`config.mk`:
```
export PLATFORM = sky130hd
export DESIGN_NAME = synthesijer_fconv_i2f_arbiter
export DESIGN_NICKNAME = d
export VERILOG_FILES = /design/src/rtl/synthesijer_fconv_i2f_arbiter.sv
export SDC_FILE = /design/constraint.sdc
export NUM_CORES = 1
export LEC_CHECK = 0
export ABC_CLOCK_PERIOD_IN_PS = 2750
export CORE_ASPECT_RATIO = 1.25
export CORE_MARGIN = 10
export CORE_UTILIZATION = 35
export CTS_CLUSTER_DIAMETER = 30
export DETAILED_ROUTE_END_ITERATION = 8
export DONT_BUFFER_PORTS = 1
export HOLD_SLACK_MARGIN = 0.06
export RECOVER_POWER = 50
export SYNTH_ARGS = -nofsm -noshare
export SYNTH_HDL_FRONTEND = slang
export SYNTH_SLANG_ARGS = --single-unit
export TNS_END_PERCENT = 50
```
`constraint.sdc`:
```
create_clock -name clk -period 2.75 [get_ports clk]
set_input_delay 0.55 -clock clk [delete_from_list [all_inputs] [get_ports clk]]
set_output_delay 0.55 -clock clk [all_outputs]
set_load 0.02 [all_outputs]
```
`src/rtl/synthesijer_fconv_i2f_arbiter.sv`:
```
// synthesijer_fconv_i2f_arbiter: shares one int->float converter core among NUM_REQ requesters.
// Latency: ip_nd one cycle after a grant; res_valid one cycle after the core's ip_valid.
// Backpressure: req_ready is withheld while MAX_INFLIGHT conversions are outstanding.
//
// Ports:
//   clk, reset            single clock, synchronous active-high reset
//   req_a / req_nd        per-port 32-bit signed operand and request strobe
//   req_ready             one-hot grant (combinational); transfer = req_nd[i] & req_ready[i]
//   res_data / res_valid  shared float result and one-hot owner strobe
//   ip_a / ip_nd          registered operand issue towards the converter core
//   ip_result / ip_valid  converter core result (fixed latency, no backpressure)
//   inflight              number of outstanding conversions
//   err                   sticky: a core result arrived with no outstanding tag
//
// Build option: define SYNTHESIJER_FCONV_ARB_RR_EN for round-robin arbitration;
// without it the lowest requesting index always wins and no pointer exists.

// Small tag FIFO. Tags of issued conversions wait here until the core hands
// back the matching result, which keeps results in issue order.
module synthesijer_fconv_tag_fifo #(
  parameter int WIDTH = 2,
  parameter int DEPTH = 8
) (
  input  logic                     clk,
  input  logic                     reset,
  input  logic                     push,
  input  logic [WIDTH-1:0]         push_dat,
  input  logic                     pop,
  output logic [WIDTH-1:0]         pop_dat,
  output logic                     empty,
  output logic [$clog2(DEPTH):0]   count
);
  localparam int AW = $clog2(DEPTH);
  localparam int CW = AW + 1;

  logic [WIDTH-1:0] mem [DEPTH];
  logic [AW-1:0]    wr_ptr;
  logic [AW-1:0]    rd_ptr;
  logic             full;
  logic             push_ok;
  logic             pop_ok;

  assign empty   = (count == '0);
  assign full    = (count == CW'(DEPTH));
  // Overflow/underflow requests are ignored rather than corrupting state.
  assign push_ok = push && !full;
  assign pop_ok  = pop && !empty;
  assign pop_dat = mem[rd_ptr];

  // DEPTH is a power of two, so the pointers wrap naturally.
  always_ff @(posedge clk) begin
    if (reset) begin
      wr_ptr <= '0;
      rd_ptr <= '0;
      count  <= '0;
    end else begin
      if (push_ok) wr_ptr <= wr_ptr + 1'b1;
      if (pop_ok)  rd_ptr <= rd_ptr + 1'b1;
      case ({push_ok, pop_ok})
        2'b10:   count <= count + 1'b1;
        2'b01:   count <= count - 1'b1;
        default: count <= count;
      endcase
    end
  end

  // Storage needs no reset: entries are only read after being written.
  always_ff @(posedge clk) begin
    if (push_ok) mem[wr_ptr] <= push_dat;
  end
endmodule

module synthesijer_fconv_i2f_arbiter #(
  parameter int NUM_REQ      = 4,
  parameter int MAX_INFLIGHT = 8
) (
  input  logic                            clk,
  input  logic                            reset,
  input  logic [NUM_REQ*32-1:0]           req_a,
  input  logic [NUM_REQ-1:0]              req_nd,
  output logic [NUM_REQ-1:0]              req_ready,
  output logic [31:0]                     res_data,
  output logic [NUM_REQ-1:0]              res_valid,
  output logic [31:0]                     ip_a,
  output logic                            ip_nd,
  input  logic [31:0]                     ip_result,
  input  logic                            ip_valid,
  output logic [$clog2(MAX_INFLIGHT):0]   inflight,
  output logic                            err
);
  localparam int TAG_W = (NUM_REQ > 1) ? $clog2(NUM_REQ) : 1;
  localparam int CNT_W = $clog2(MAX_INFLIGHT) + 1;

  if (NUM_REQ < 2 || NUM_REQ > 8) begin : g_bad_num_req
    $error("NUM_REQ must be in 2..8");
  end
  if (MAX_INFLIGHT < 2 || MAX_INFLIGHT > 32 ||
      (MAX_INFLIGHT & (MAX_INFLIGHT - 1)) != 0) begin : g_bad_max_inflight
    $error("MAX_INFLIGHT must be a power of two in 2..32");
  end

  // Unpacked view of the operand bus, one word per port.
  logic [31:0] req_arr [NUM_REQ];
  for (genvar g = 0; g < NUM_REQ; g++) begin : g_unpack
    assign req_arr[g] = req_a[32*g +: 32];
  end

  logic             at_cap;
  logic             can_issue;
  logic             gnt_vld;
  logic [TAG_W-1:0] gnt_idx;
  logic             fifo_empty;
  logic             pop;
  logic [TAG_W-1:0] pop_tag;
  logic [NUM_REQ-1:0] pop_onehot;

  // The cap is judged on the registered count only: a result popping in the
  // same cycle does not open a slot until the next cycle.
  assign at_cap    = (inflight == CNT_W'(MAX_INFLIGHT));
  assign can_issue = !reset && !at_cap;

`ifdef SYNTHESIJER_FCONV_ARB_RR_EN
  // Round-robin: scan from rr_ptr upwards, wrapping at NUM_REQ.
  logic [TAG_W-1:0] rr_ptr;
  logic [TAG_W:0]   cand;

  always_comb begin
    gnt_vld = 1'b0;
    gnt_idx = '0;
    cand    = '0;
    if (can_issue) begin
      for (int k = 0; k < NUM_REQ; k++) begin
        cand = {1'b0, rr_ptr} + (TAG_W+1)'(k);
        if (cand >= (TAG_W+1)'(NUM_REQ)) cand = cand - (TAG_W+1)'(NUM_REQ);
        if (!gnt_vld && req_nd[cand[TAG_W-1:0]]) begin
          gnt_vld = 1'b1;
          gnt_idx = cand[TAG_W-1:0];
        end
      end
    end
  end

  // After granting port i, port i+1 becomes the highest priority.
  always_ff @(posedge clk) begin
    if (reset) begin
      rr_ptr <= '0;
    end else if (gnt_vld) begin
      rr_ptr <= (gnt_idx == TAG_W'(NUM_REQ - 1)) ? '0 : gnt_idx + 1'b1;
    end
  end
`else
  // Fixed priority: lowest requesting index wins.
  always_comb begin
    gnt_vld = 1'b0;
    gnt_idx = '0;
    if (can_issue) begin
      for (int k = 0; k < NUM_REQ; k++) begin
        if (!gnt_vld && req_nd[k]) begin
          gnt_vld = 1'b1;
          gnt_idx = TAG_W'(k);
        end
      end
    end
  end
`endif

  always_comb begin
    req_ready = '0;
    if (gnt_vld) req_ready[gnt_idx] = 1'b1;
  end

  // Registered issue: a grant is always a transfer, since only requesting
  // ports can be granted.
  always_ff @(posedge clk) begin
    if (reset) begin
      ip_nd <= 1'b0;
      ip_a  <= '0;
    end else begin
      ip_nd <= gnt_vld;
      if (gnt_vld) ip_a <= req_arr[gnt_idx];
    end
  end

  // The FIFO occupancy doubles as the outstanding-conversion counter.
  assign pop = ip_valid && !fifo_empty;

  synthesijer_fconv_tag_fifo #(
    .WIDTH (TAG_W),
    .DEPTH (MAX_INFLIGHT)
  ) u_tag_fifo (
    .clk      (clk),
    .reset    (reset),
    .push     (gnt_vld),
    .push_dat (gnt_idx),
    .pop      (pop),
    .pop_dat  (pop_tag),
    .empty    (fifo_empty),
    .count    (inflight)
  );

  always_comb begin
    pop_onehot = '0;
    pop_onehot[pop_tag] = 1'b1;
  end

  // Result return: res_data holds its last value between strobes.
  always_ff @(posedge clk) begin
    if (reset) begin
      res_valid <= '0;
      res_data  <= '0;
    end else begin
      res_valid <= pop ? pop_onehot : '0;
      if (pop) res_data <= ip_result;
    end
  end

  // A result with no tag to claim it is dropped and flagged until reset.
  always_ff @(posedge clk) begin
    if (reset) begin
      err <= 1'b0;
    end else if (ip_valid && fifo_empty) begin
      err <= 1'b1;
    end
  end
endmodule

```
== Word level (Yosys, flattened, before mapping) ==
Memory sizes are Yosys's and may differ from the RTL's. A register that Yosys moved wholly into a read port is not among the register bits.
Cells that the tools add are included.

* Register bits: 80
* Bits in writable memories: 16
* Input bits: 167
* Memories: 1

{| class="wikitable"
|+ Memory list
! memory !! depth !! width !! read ports !! clocked after Yosys merged registers in !! wr ports !! RTL line !! source
|-
| u_tag_fifo.mem || 8 || 2 || 1 || 1 || 1 || 36 || <nowiki>logic [WIDTH-1:0] mem [DEPTH];</nowiki>
|}

* $add $sub $neg: 4
* $lt $le $gt $ge: 5
* Equal/unequal tests: 3
* Mux-type cells: 25
* Bitwise operators: 2
* Reduce and logical (&&, ||, !) cells: 19

{| class="wikitable"
|+ Operators by type and width
! cell !! number
|-
| $bmux 32 s2 || 1
|-
| $mux 32 || 2
|-
| $mux 1 || 13
|-
| $logic_and 1x1->1 || 10
|-
| $pmux 4 s2 || 1
|-
| $add 3x1->3 const B || 2
|-
| $logic_not 1->1 || 6
|-
| $lt 2x3->1 const B || 2
|-
| $mux 2 || 3
|-
| $mux 3 || 2
|-
| $add 4x1->4 const B || 1
|-
| $demux 1 s2 || 2
|-
| $eq 4x4->1 const B || 1
|-
| $ge 2x1->1 const B || 2
|-
| $logic_not 4->1 || 1
|-
| $mux 4 || 1
|-
| $sub 4x1->4 const B || 1
|-
| $ge 3x3->1 const B || 1
|-
| $not 2->3 || 1
|-
| $eq 2x1->1 const B || 1
|-
| $eq 2x2->1 const B || 1
|-
| $reduce_bool 2->1 || 1
|-
| $reduce_or 2->1 || 1
|-
| $not 1->1 || 1
|}

== Logic depth before layout (Yosys ltp) ==
* Depth in word-level cells: 21
* Gate-level depth with buffers: 12

== Modules after synthesis ==
Synthesis repeated with hierarchy kept, for this count alone.

* Cell total of the unflattened synthesis: 581
* Area, all modules: 5186.2 um2

{| class="wikitable"
|+ By module, submodules not included
! module !! instances !! cells each !! area each (um2)
|-
| synthesijer_fconv_i2f_arbiter || 1 || 485 || 3923.8
|-
| synthesijer_fconv_tag_fifo || 1 || 96 || 1262.5
|}

== Worst setup path before layout ==
OpenSTA, ideal clock, no wires.

* Kind: input port to flip-flop
* Start: input req_nd[0]
* End: register u_tag_fifo.count[2]
* Setup time: 0.072 ns
* Arrival: 2.685 ns
* Data required time: 2.678 ns
* Setup slack: -0.006 ns
* Stages on the path: 12
* Cell sequence: buf_4 > nor4_1 > nor3_4 > inv_2 > buf_2 > ha_1 > xor2_1 > ha_1 > a21oi_1 > xor2_1 > or3_1 > a21oi_1

* Cells in the longest elaborated chain, start to end: 17
* Elaborated cells on any way between the ends: 19
* Classes of those cells: eq/ne (2); mux (9); reduce/logical (8)

{| class="wikitable"
|+ Ends and longest elaborated chain
! what !! RTL line !! source
|-
| from (decl) || 80 || <nowiki>input logic [NUM_REQ-1:0] req_nd,</nowiki>
|-
| $mux 1 (*) || 158 || <nowiki>if (!gnt_vld && req_nd[k]) begin</nowiki>
|-
| $mux 1 (*) || 156 || <nowiki>if (can_issue) begin</nowiki>
|-
| $logic_not 1->1 || 158 ||
|-
| $logic_and 1x1->1 || 158 ||
|-
| $mux 1 (*) || 158 ||
|-
| $mux 1 (*) || 156 ||
|-
| $logic_not 1->1 || 158 ||
|-
| $logic_and 1x1->1 || 158 ||
|-
| $mux 1 (*) || 158 ||
|-
| $mux 1 (*) || 156 ||
|-
| $logic_not 1->1 || 158 ||
|-
| $logic_and 1x1->1 || 158 ||
|-
| $mux 1 (*) || 158 ||
|-
| $mux 1 (*) || 156 ||
|-
| $logic_and 1x1->1 (*) || 46 || <nowiki>assign push_ok = push && !full;</nowiki>
|-
| $eq 2x1->1 or $eq 2x2->1 (tied branches) || 59 || <nowiki>case ({push_ok, pop_ok})</nowiki>
|-
| $pmux 4 s2 or $reduce_bool 2->1 (tied branches) || - ||
|-
| to (signal assigned) || 60 || <nowiki>2'b10: count <= count + 1'b1;</nowiki>
|-
| to (signal assigned) || 61 || <nowiki>2'b01: count <= count - 1'b1;</nowiki>
|-
| to (signal assigned) || 62 || <nowiki>default: count <= count;</nowiki>
|-
| to (decl) || 31 || <nowiki>output logic [$clog2(DEPTH):0] count</nowiki>
|}

Every way passes the cells marked *; elsewhere a longest branch is shown, timed or not. The select of a mux whose other input is x is not followed.
A chain may end at the register's enable or synchronous reset.

== Worst setup path in the final report ==
* Start: register u_tag_fifo.count[0]
* End: register res_valid[3]

* Cells in the longest elaborated chain, start to end: 5

{| class="wikitable"
|+ Ends and longest elaborated chain
! what !! RTL line !! source
|-
| $logic_not 4->1 || 43 || <nowiki>assign empty = (count == '0);</nowiki>
|-
| $logic_not 1->1 || 185 || <nowiki>assign pop = ip_valid && !fifo_empty;</nowiki>
|-
| $logic_and 1x1->1 || 185 ||
|-
| $not 1->1 (no line) || - ||
|-
| $reduce_or 2->1 (no line) || - ||
|-
| to (signal assigned) || 212 || <nowiki>res_valid <= pop ? pop_onehot : '0;</nowiki>
|-
| to (decl) || 83 || <nowiki>output logic [NUM_REQ-1:0] res_valid,</nowiki>
|}

No other way between the ends.

==> impl_metrics.prom <==
# TYPE chip_impl_metric gauge
chip_impl_info{name="status",value="finished, violations left"} 1
chip_impl_info{name="failed_checks",value="capacitance limit, slew limit"} 1
chip_impl_metric{name="netSwitchingPower",unit="mW"} 1.820
chip_impl_info{name="r2r-start",value="u_tag_fifo.count[0]$_SDFFE_PP0P_"} 1
chip_impl_metric{name="drc",unit=""} 0
chip_impl_metric{name="first_global_vias",unit=""} 3864
chip_impl_info{name="grt_setup_unrepaired",value="no"} 1
chip_impl_metric{name="timing.critical_path.buf_inv",unit=""} 1
chip_impl_metric{name="synthesized_netlist_net_count",unit=""} 663
chip_impl_metric{name="dpl.hpwl",unit="µm"} 11180
chip_impl_metric{name="seqPwrFrac",unit="%"} 48.4
chip_impl_metric{name="die_w",unit="µm"} 121.1
chip_impl_metric{name="synth_enable_flop_cells",unit=""} 16
chip_impl_metric{name="gr-usage-all-layers",unit="%"} 15.61
chip_impl_info{name="crit_path_cell_trace",value="o41ai_4 > clkbuf_1 > nor2_1 > nand2b_1 > nor2_1"} 1
chip_impl_info{name="cpLargestDelayFamily",value="buffers and inverters"} 1
chip_impl_info{name="synth_ff_type",value="sky130_fd_sc_hd__dfxtp_1"} 1
chip_impl_info{name="startpoint_type",value="flip-flop"} 1
chip_impl_metric{name="fin_setup_tns",unit="ps"} 0
chip_impl_metric{name="cts-buffers-inserted",unit=""} 9
chip_impl_info{name="hold_path.startpoint",value="reset"} 1
chip_impl_metric{name="clock_insertion_delay_worst_skew",unit="ps"} 340
chip_impl_info{name="tritoncts",value="yes"} 1
chip_impl_info{name="yosys.area.top_type",value="sky130_fd_sc_hd__dfxtp_1"} 1
chip_impl_info{name="min_path_type",value="input pin to flip-flop"} 1
chip_impl_metric{name="layout.nets",unit=""} 650
chip_impl_metric{name="post_cts_buffers",unit=""} 0
chip_impl_info{name="clock_tree.root_cell",value="sky130_fd_sc_hd__clkbuf_16"} 1
chip_impl_metric{name="timing.max_slew.rel_slack",unit="%"} -1.168
chip_impl_metric{name="antennaDiodeCount",unit=""} 0
chip_impl_metric{name="share_comb_of_total_power",unit="%"} 22.8
chip_impl_info{name="critical_path.endpoint_type",value="flip-flop"} 1
chip_impl_info{name="synth.most_common_cell",value="sky130_fd_sc_hd__nand2_1"} 1
chip_impl_metric{name="drt-wirelength-per-cell",unit="µm"} 22.34
chip_impl_metric{name="fraction_of_the_yosys_area_taken_by_sequential_cells",unit="%"} 47.91
chip_impl_metric{name="fp.dieArea",unit="µm²"} 17720
chip_impl_metric{name="post_layout_nonfiller_instances",unit=""} 651
chip_impl_metric{name="setup_viol_count_final",unit=""} 0
chip_impl_metric{name="detail_route.wirelength",unit="µm"} 14540
chip_impl_metric{name="die_y",unit="µm"} 146.4
chip_impl_metric{name="htree_num_levels",unit=""} 3
chip_impl_metric{name="floorplan.io_pins",unit=""} 245
chip_impl_metric{name="num_vias",unit=""} 3693
chip_impl_metric{name="core-area",unit="µm²"} 12600
chip_impl_metric{name="postCtsHoldBufs",unit=""} 0
chip_impl_metric{name="worstPathArrival",unit="ps"} 2590
chip_impl_metric{name="pre_antenna_drt_iters",unit=""} 5
chip_impl_info{name="startpoint",value="u_tag_fifo.count[0]$_SDFFE_PP0P_"} 1
chip_impl_metric{name="cellLeakagePower",unit="nW"} 1.706
chip_impl_metric{name="num_rows",unit=""} 46
chip_impl_info{name="yosys-top-cells-area",value="sky130_fd_sc_hd__dfxtp_1 37%, sky130_fd_sc_hd__edfxtp_1 11%, sky130_fd_sc_hd__nand2_1 10%, sky130_fd_sc_hd__a21oi_1 9.7%, sky130_fd_sc_hd__a32oi_1 4.3%"} 1
chip_impl_info{name="r2r_end",value="res_valid[3]$_SDFF_PP0_"} 1
chip_impl_metric{name="peakVddDrop",unit="mV"} 0.3878
chip_impl_metric{name="worstRegToRegCells",unit=""} 5
chip_impl_metric{name="maxCapViolCount",unit=""} 1
chip_impl_metric{name="yosys_register_bits",unit=""} 99
chip_impl_metric{name="layout-drive-gt1-share",unit="%"} 9.938
chip_impl_metric{name="synthArstFlopShare",unit="%"} 0
chip_impl_metric{name="overflow",unit=""} 0
chip_impl_metric{name="multi_input_area",unit="µm²"} 2092
chip_impl_metric{name="synth-warning-count",unit=""} 0
chip_impl_metric{name="synth_cell_type_count",unit=""} 46
chip_impl_metric{name="share_of_the_clock_period_used_by_the_worst_path_after_layout",unit="%"} 85.29
chip_impl_info{name="crit_path_kind",value="flip-flop to flip-flop"} 1
chip_impl_metric{name="cts_resized",unit=""} 0
chip_impl_metric{name="internal-power",unit="mW"} 3.048
chip_impl_metric{name="clockBufferDepth",unit=""} 2
chip_impl_metric{name="fin_skew",unit="ps"} 7.426
chip_impl_info{name="crit_path_frequent_cell",value="sky130_fd_sc_hd__nor2_1"} 1
chip_impl_metric{name="max_frequency",unit="MHz"} 426.4
chip_impl_metric{name="clock_power_share",unit="%"} 28.8
chip_impl_info{name="critical-path-slowest-cell",value="sky130_fd_sc_hd__clkbuf_1"} 1
chip_impl_metric{name="post-route-min-period",unit="ps"} 2345
chip_impl_metric{name="cp_slowest_stage_delay",unit="ps"} 1140
chip_impl_metric{name="grt_antenna_before_repair",unit=""} 0
chip_impl_metric{name="cts.sinks",unit=""} 99
chip_impl_metric{name="post_synth.cell_area_avg",unit="µm²"} 9.105
chip_impl_metric{name="initial_core_util",unit="%"} 35.47
chip_impl_metric{name="initialDrtViolationCount",unit=""} 212
chip_impl_metric{name="place_congestion",unit=""} 0.7597
chip_impl_metric{name="grt_start_max_net_pins",unit=""} 61
chip_impl_metric{name="worstPathRequired",unit="ps"} 2990
chip_impl_metric{name="antenna_violating_nets_post_route",unit=""} 0
chip_impl_metric{name="seq_area",unit="µm²"} 2142
chip_impl_info{name="critical_path.endpoint",value="res_valid[3]$_SDFF_PP0_"} 1
chip_impl_metric{name="critical_path.max_fanout",unit=""} 34
chip_impl_metric{name="synth_area",unit="µm²"} 4471
chip_impl_metric{name="synthToLayoutAreaGrowth",unit="%"} 9.852
chip_impl_metric{name="fraction_of_post_synthesis_cell_area_in_the_top_cell_type_by_area",unit="%"} 37.17
chip_impl_metric{name="timing.final.hold_violations",unit=""} 0
chip_impl_metric{name="postSynthCellCount",unit=""} 491
chip_impl_metric{name="timing.critical_path.depth",unit=""} 5
chip_impl_metric{name="inst_count_dp",unit=""} 635
chip_impl_metric{name="power_switching_share",unit="%"} 37.38
chip_impl_metric{name="power_density",unit="nW/µm²"} 991.3
chip_impl_metric{name="filler_cell_count",unit=""} 1285
chip_impl_metric{name="utilization_of_the_core_after_routing",unit="%"} 38.96
chip_impl_metric{name="path_clk_slew",unit="ps"} 70
chip_impl_metric{name="timing_worst_slew_pin_value",unit="ps"} 1518
chip_impl_metric{name="grt_pass1_wl",unit="µm"} 21700
chip_impl_info{name="ys_top_cells_by_count",value="120 x sky130_fd_sc_hd__nand2_1, 87 x sky130_fd_sc_hd__a21oi_1, 83 x sky130_fd_sc_hd__dfxtp_1, 27 x sky130_fd_sc_hd__clkbuf_1"} 1
chip_impl_metric{name="port_buffers",unit=""} 0
chip_impl_metric{name="timing.reg2reg.setup_slack",unit="ps"} 400
chip_impl_metric{name="report.power.total",unit="mW"} 4.868
chip_impl_metric{name="drt-vias-per-instance",unit=""} 5.673
chip_impl_metric{name="timing_max_transition_violations_final",unit=""} 35
-- registers in the layout, summed over array words and instances (netlist names), named ones only --
| name | flops |
|---|---|
| res_data | 32 |
| ip_a | 32 |
| u_tag_fifo.mem | 16 |
| res_valid | 4 |
| err | 1 |
| u_tag_fifo.rd_ptr | 3 |
| ip_nd | 1 |
| u_tag_fifo.count | 4 |
| u_tag_fifo.wr_ptr | 3 |
-- logic make-up (layout without fill, tap and decap cells) --
family | count (synthesis) | after routing | synth area share (%)
buf+inv | 46 | 38 | 5.430
mux | 10 | 10 | 3.415
compound gates | 157 | 157 | 23.51
xor+xnor | 6 | 6 | 1.175
flops | 99 | 99 | 47.91
simple gates | 168 | 168 | 17.16
fa+ha+maj | 5 | 5 | 1.399
-- placed cells by master, fill, tap and decap left out, types with 5 or more instances in the layout --
cell type,Yosys,routed
sky130_fd_sc_hd__a32oi_1,22,22
sky130_fd_sc_hd__a41oi_1,22,22
sky130_fd_sc_hd__dfxtp_1,83,83
sky130_fd_sc_hd__a21oi_1,87,87
sky130_fd_sc_hd__nor2_1,19,19
sky130_fd_sc_hd__buf_4,2,13
sky130_fd_sc_hd__ha_1,5,5
sky130_fd_sc_hd__a22o_1,9,9
sky130_fd_sc_hd__edfxtp_1,16,16
sky130_fd_sc_hd__a22oi_1,9,9
sky130_fd_sc_hd__clkbuf_16,0,9
sky130_fd_sc_hd__nand2_1,120,120
-- how the worst min path moves through the flow --
stage                                                    to  slack (ps)  depth (start not counted)
final                             res_data[14]$_SDFFE_PP0P_         280                          1
after global routing              res_data[28]$_SDFFE_PP0P_         250                          1
after CTS                          res_data[3]$_SDFFE_PP0P_         250                          1
after floorplan                                   flip-flop         450                          2
after global placement    u_tag_fifo.rd_ptr[1]$_SDFFE_PP0P_         470                          2
after detailed placement  u_tag_fifo.rd_ptr[1]$_SDFFE_PP0P_         480                          2
-- final cells by class --
class                      instances  area share [%]
inverter                           5          0.3822
sequential                        99           43.62
tap                              168           4.280
timing repair buffer              17           2.318
multi-input combinational        346           42.60
clock buffer                      10           4.662
clock inverter                     6           2.140
-- power by group through the flow --
stage / Clock (mW) / Sequential, mW / Combinational [mW]
global placement: 0 / 2.39 / 1.10
floorplan: 0 / 2.31 / 0.934
CTS: 1.44 / 2.37 / 1.15
global route: 1.51 / 2.41 / 1.26
finish: 1.40 / 2.36 / 1.11
detailed placement: 0 / 2.40 / 1.15
-- metrics by stage --
| step | worst slack (ps) | hold WS [ps] | instance area (µm²) |
|---|---|---|---|
| after detailed placement | 400.4 | 479.0 | 4591 |
| after floorplan | 67.36 | 454.1 | 4477 |
| after global placement | 437.1 | 465.1 | 4591 |
| after CTS | 431.8 | 253.9 | 4925 |
| after global routing | 206.6 | 250.4 | 4911 |
| final | 404.6 | 276.1 | 4911 |
-- per-layer routing --
metal	part of all wire, %	wire length [µm]	up-vias	GRT usage [%]
met1	36	5287	1683	16.26
met3	16	2263	8	9.182
li1	-	-	1762	-
met5	0	0	-	0
met4	0.98	142	0	5.018
met2	47	6849	240	25.60
Power figures use the tool's default switching activity.
==> RTL edit (config.mk and constraints unchanged) <==
Set the parameter `MAX_INFLIGHT` to 4 (it was 8).
--- a/src/rtl/synthesijer_fconv_i2f_arbiter.sv
+++ b/src/rtl/synthesijer_fconv_i2f_arbiter.sv
@@ -72,7 +72,7 @@
 
 module synthesijer_fconv_i2f_arbiter #(
   parameter int NUM_REQ      = 4,
-  parameter int MAX_INFLIGHT = 8
+  parameter int MAX_INFLIGHT = 4
 ) (
   input  logic                            clk,
   input  logic                            reset,
Ports: changed (resized inflight); port bits go from 245 to 244. No check against the original RTL was run, so the function may have changed too.
==> RTL edit against the original RTL <==
Sequential cell count decreased by 12. Count of clock-buffer cells in the layout unchanged. Clock skew increased by 0.0012 ns. Cell area decreased by 11%. Sequential share of layout area decreased by 1.8 points. First-iteration DRC count increased by 58%. Largest power group unchanged. Highest routed layer unchanged. Synthesized area decreased by 12%. Setup slack improved by 0.089 ns. Critical path depth unchanged. Sequential power decreased by 13%. Utilization increased by 0.31 points. Maximum frequency increased by 4.0%. Power decreased by 13%. Wire length decreased by 10%.
==> RTL edit: results (changes against the original RTL) <==
[global_route]
global_route.usage.met1_pct=17.6  ; +1.3 points
groute.usage.overall_pct=15.5  ; -0.088 points
grt_start_max_net_pins=51  ; -16%
number_of_global_route_vias_before_repair=3355  ; -13%
grt_pass1_wl_microns=19900  ; -8.5%
grt.met3_usage_pct=7.97  ; -1.2 points
global_route.usage.met2_pct=24.5  ; -1.1 points

[finish]
nNonClkBuffers=14  ; -3
top_regs=ip_a: 32 flops, res_data: 32 flops, u_tag_fifo.mem: 8 flops
finish.net_count=612  ; -5.8%
fraction_of_standard_cell_area_in_multi_input_logic_pct=44.3  ; +1.7 points
filler_cell_count=1144  ; -11%
seq-cell-share_pct=41.9  ; -1.8 points
final-clk-cell-share_pct=7.16  ; +0.35 points

[placed_design]
preCtsSetupSlack_ns=0.488  ; +0.0877 ns

[pwr]
seq_power_share_pct=48.3  ; about the same
leakagePower_nw=1.61  ; -5.8%

[worst_setup_path]
critical_path.max_stage_delay_ns=0.75  ; -0.39 ns
rrSetupSlack_ns=0.49  ; +0.09 ns
worst_setup_path_startpoint=u_tag_fifo.count[1]$_SDFFE_PP0P_
timing.critical_path.fanout_max=21  ; -38%

[synth]
synth.top_cells.by_count=sky130_fd_sc_hd__dfxtp_1 (79), sky130_fd_sc_hd__a21oi_1 (77), sky130_fd_sc_hd__nand2_1 (68)
netlist-cell-type-count=43  ; -6.5%
synth-edff-count=8  ; -8
synth_seq_cells=87  ; -12%
synth_xor_xnor_area_share_pct=1.11  ; -0.067 points
mappedNetlistNets=625  ; -5.7%
multiplexer_share_of_the_synthesized_area_pct=4.69  ; +1.3 points
synth_sequential_area_ratio_pct=46.1  ; -1.8 points
synth.area.top_cells=sky130_fd_sc_hd__dfxtp_1 (40%), sky130_fd_sc_hd__a21oi_1 (9.8%), sky130_fd_sc_hd__nand2_1 (6.5%)

[outcome]
status=completed

[route]
detailedRoute.firstPassIterationCount=7  ; +2
vias_per_cell=5.80  ; +2.3%

[timing]
post-route-worst-setup-slack_ns=0.494  ; +0.0893 ns
clock_skew_ns=0.00860  ; +0.00118 ns

-- RTL edit: changes by cell type after synthesis, moves of 14 or more --
cell and change:
sky130_fd_sc_hd__nand2_1 -52, sky130_fd_sc_hd__a32oi_1 -22, sky130_fd_sc_hd__a41oi_1 -22, sky130_fd_sc_hd__a222oi_1 +18
sky130_fd_sc_hd__o21ai_1 +16, sky130_fd_sc_hd__nand3_1 +14
-- RTL edit: layer usage --
layer / part of all wire [%] / vias up
met3: 14 / 16
met4: 1.5 / 0
met5: 0 / -
met2: 46 / 202
met1: 38 / 1538
li1: - / 1599
-- RTL edit: stage by stage --
stage | power [mW] | hold slack, ns | instances | cell area [sq um]
after floorplan | 2.78 | 0.485 | 452 | 3950
after global placement | 3.01 | 0.504 | 563 | 4060
after detailed placement | 3.05 | 0.516 | 563 | 4060
after CTS | 4.35 | 0.270 | 578 | 4370
after global routing | 4.55 | 0.262 | 578 | 4350
final | 4.26 | 0.286 | 578 | 4350
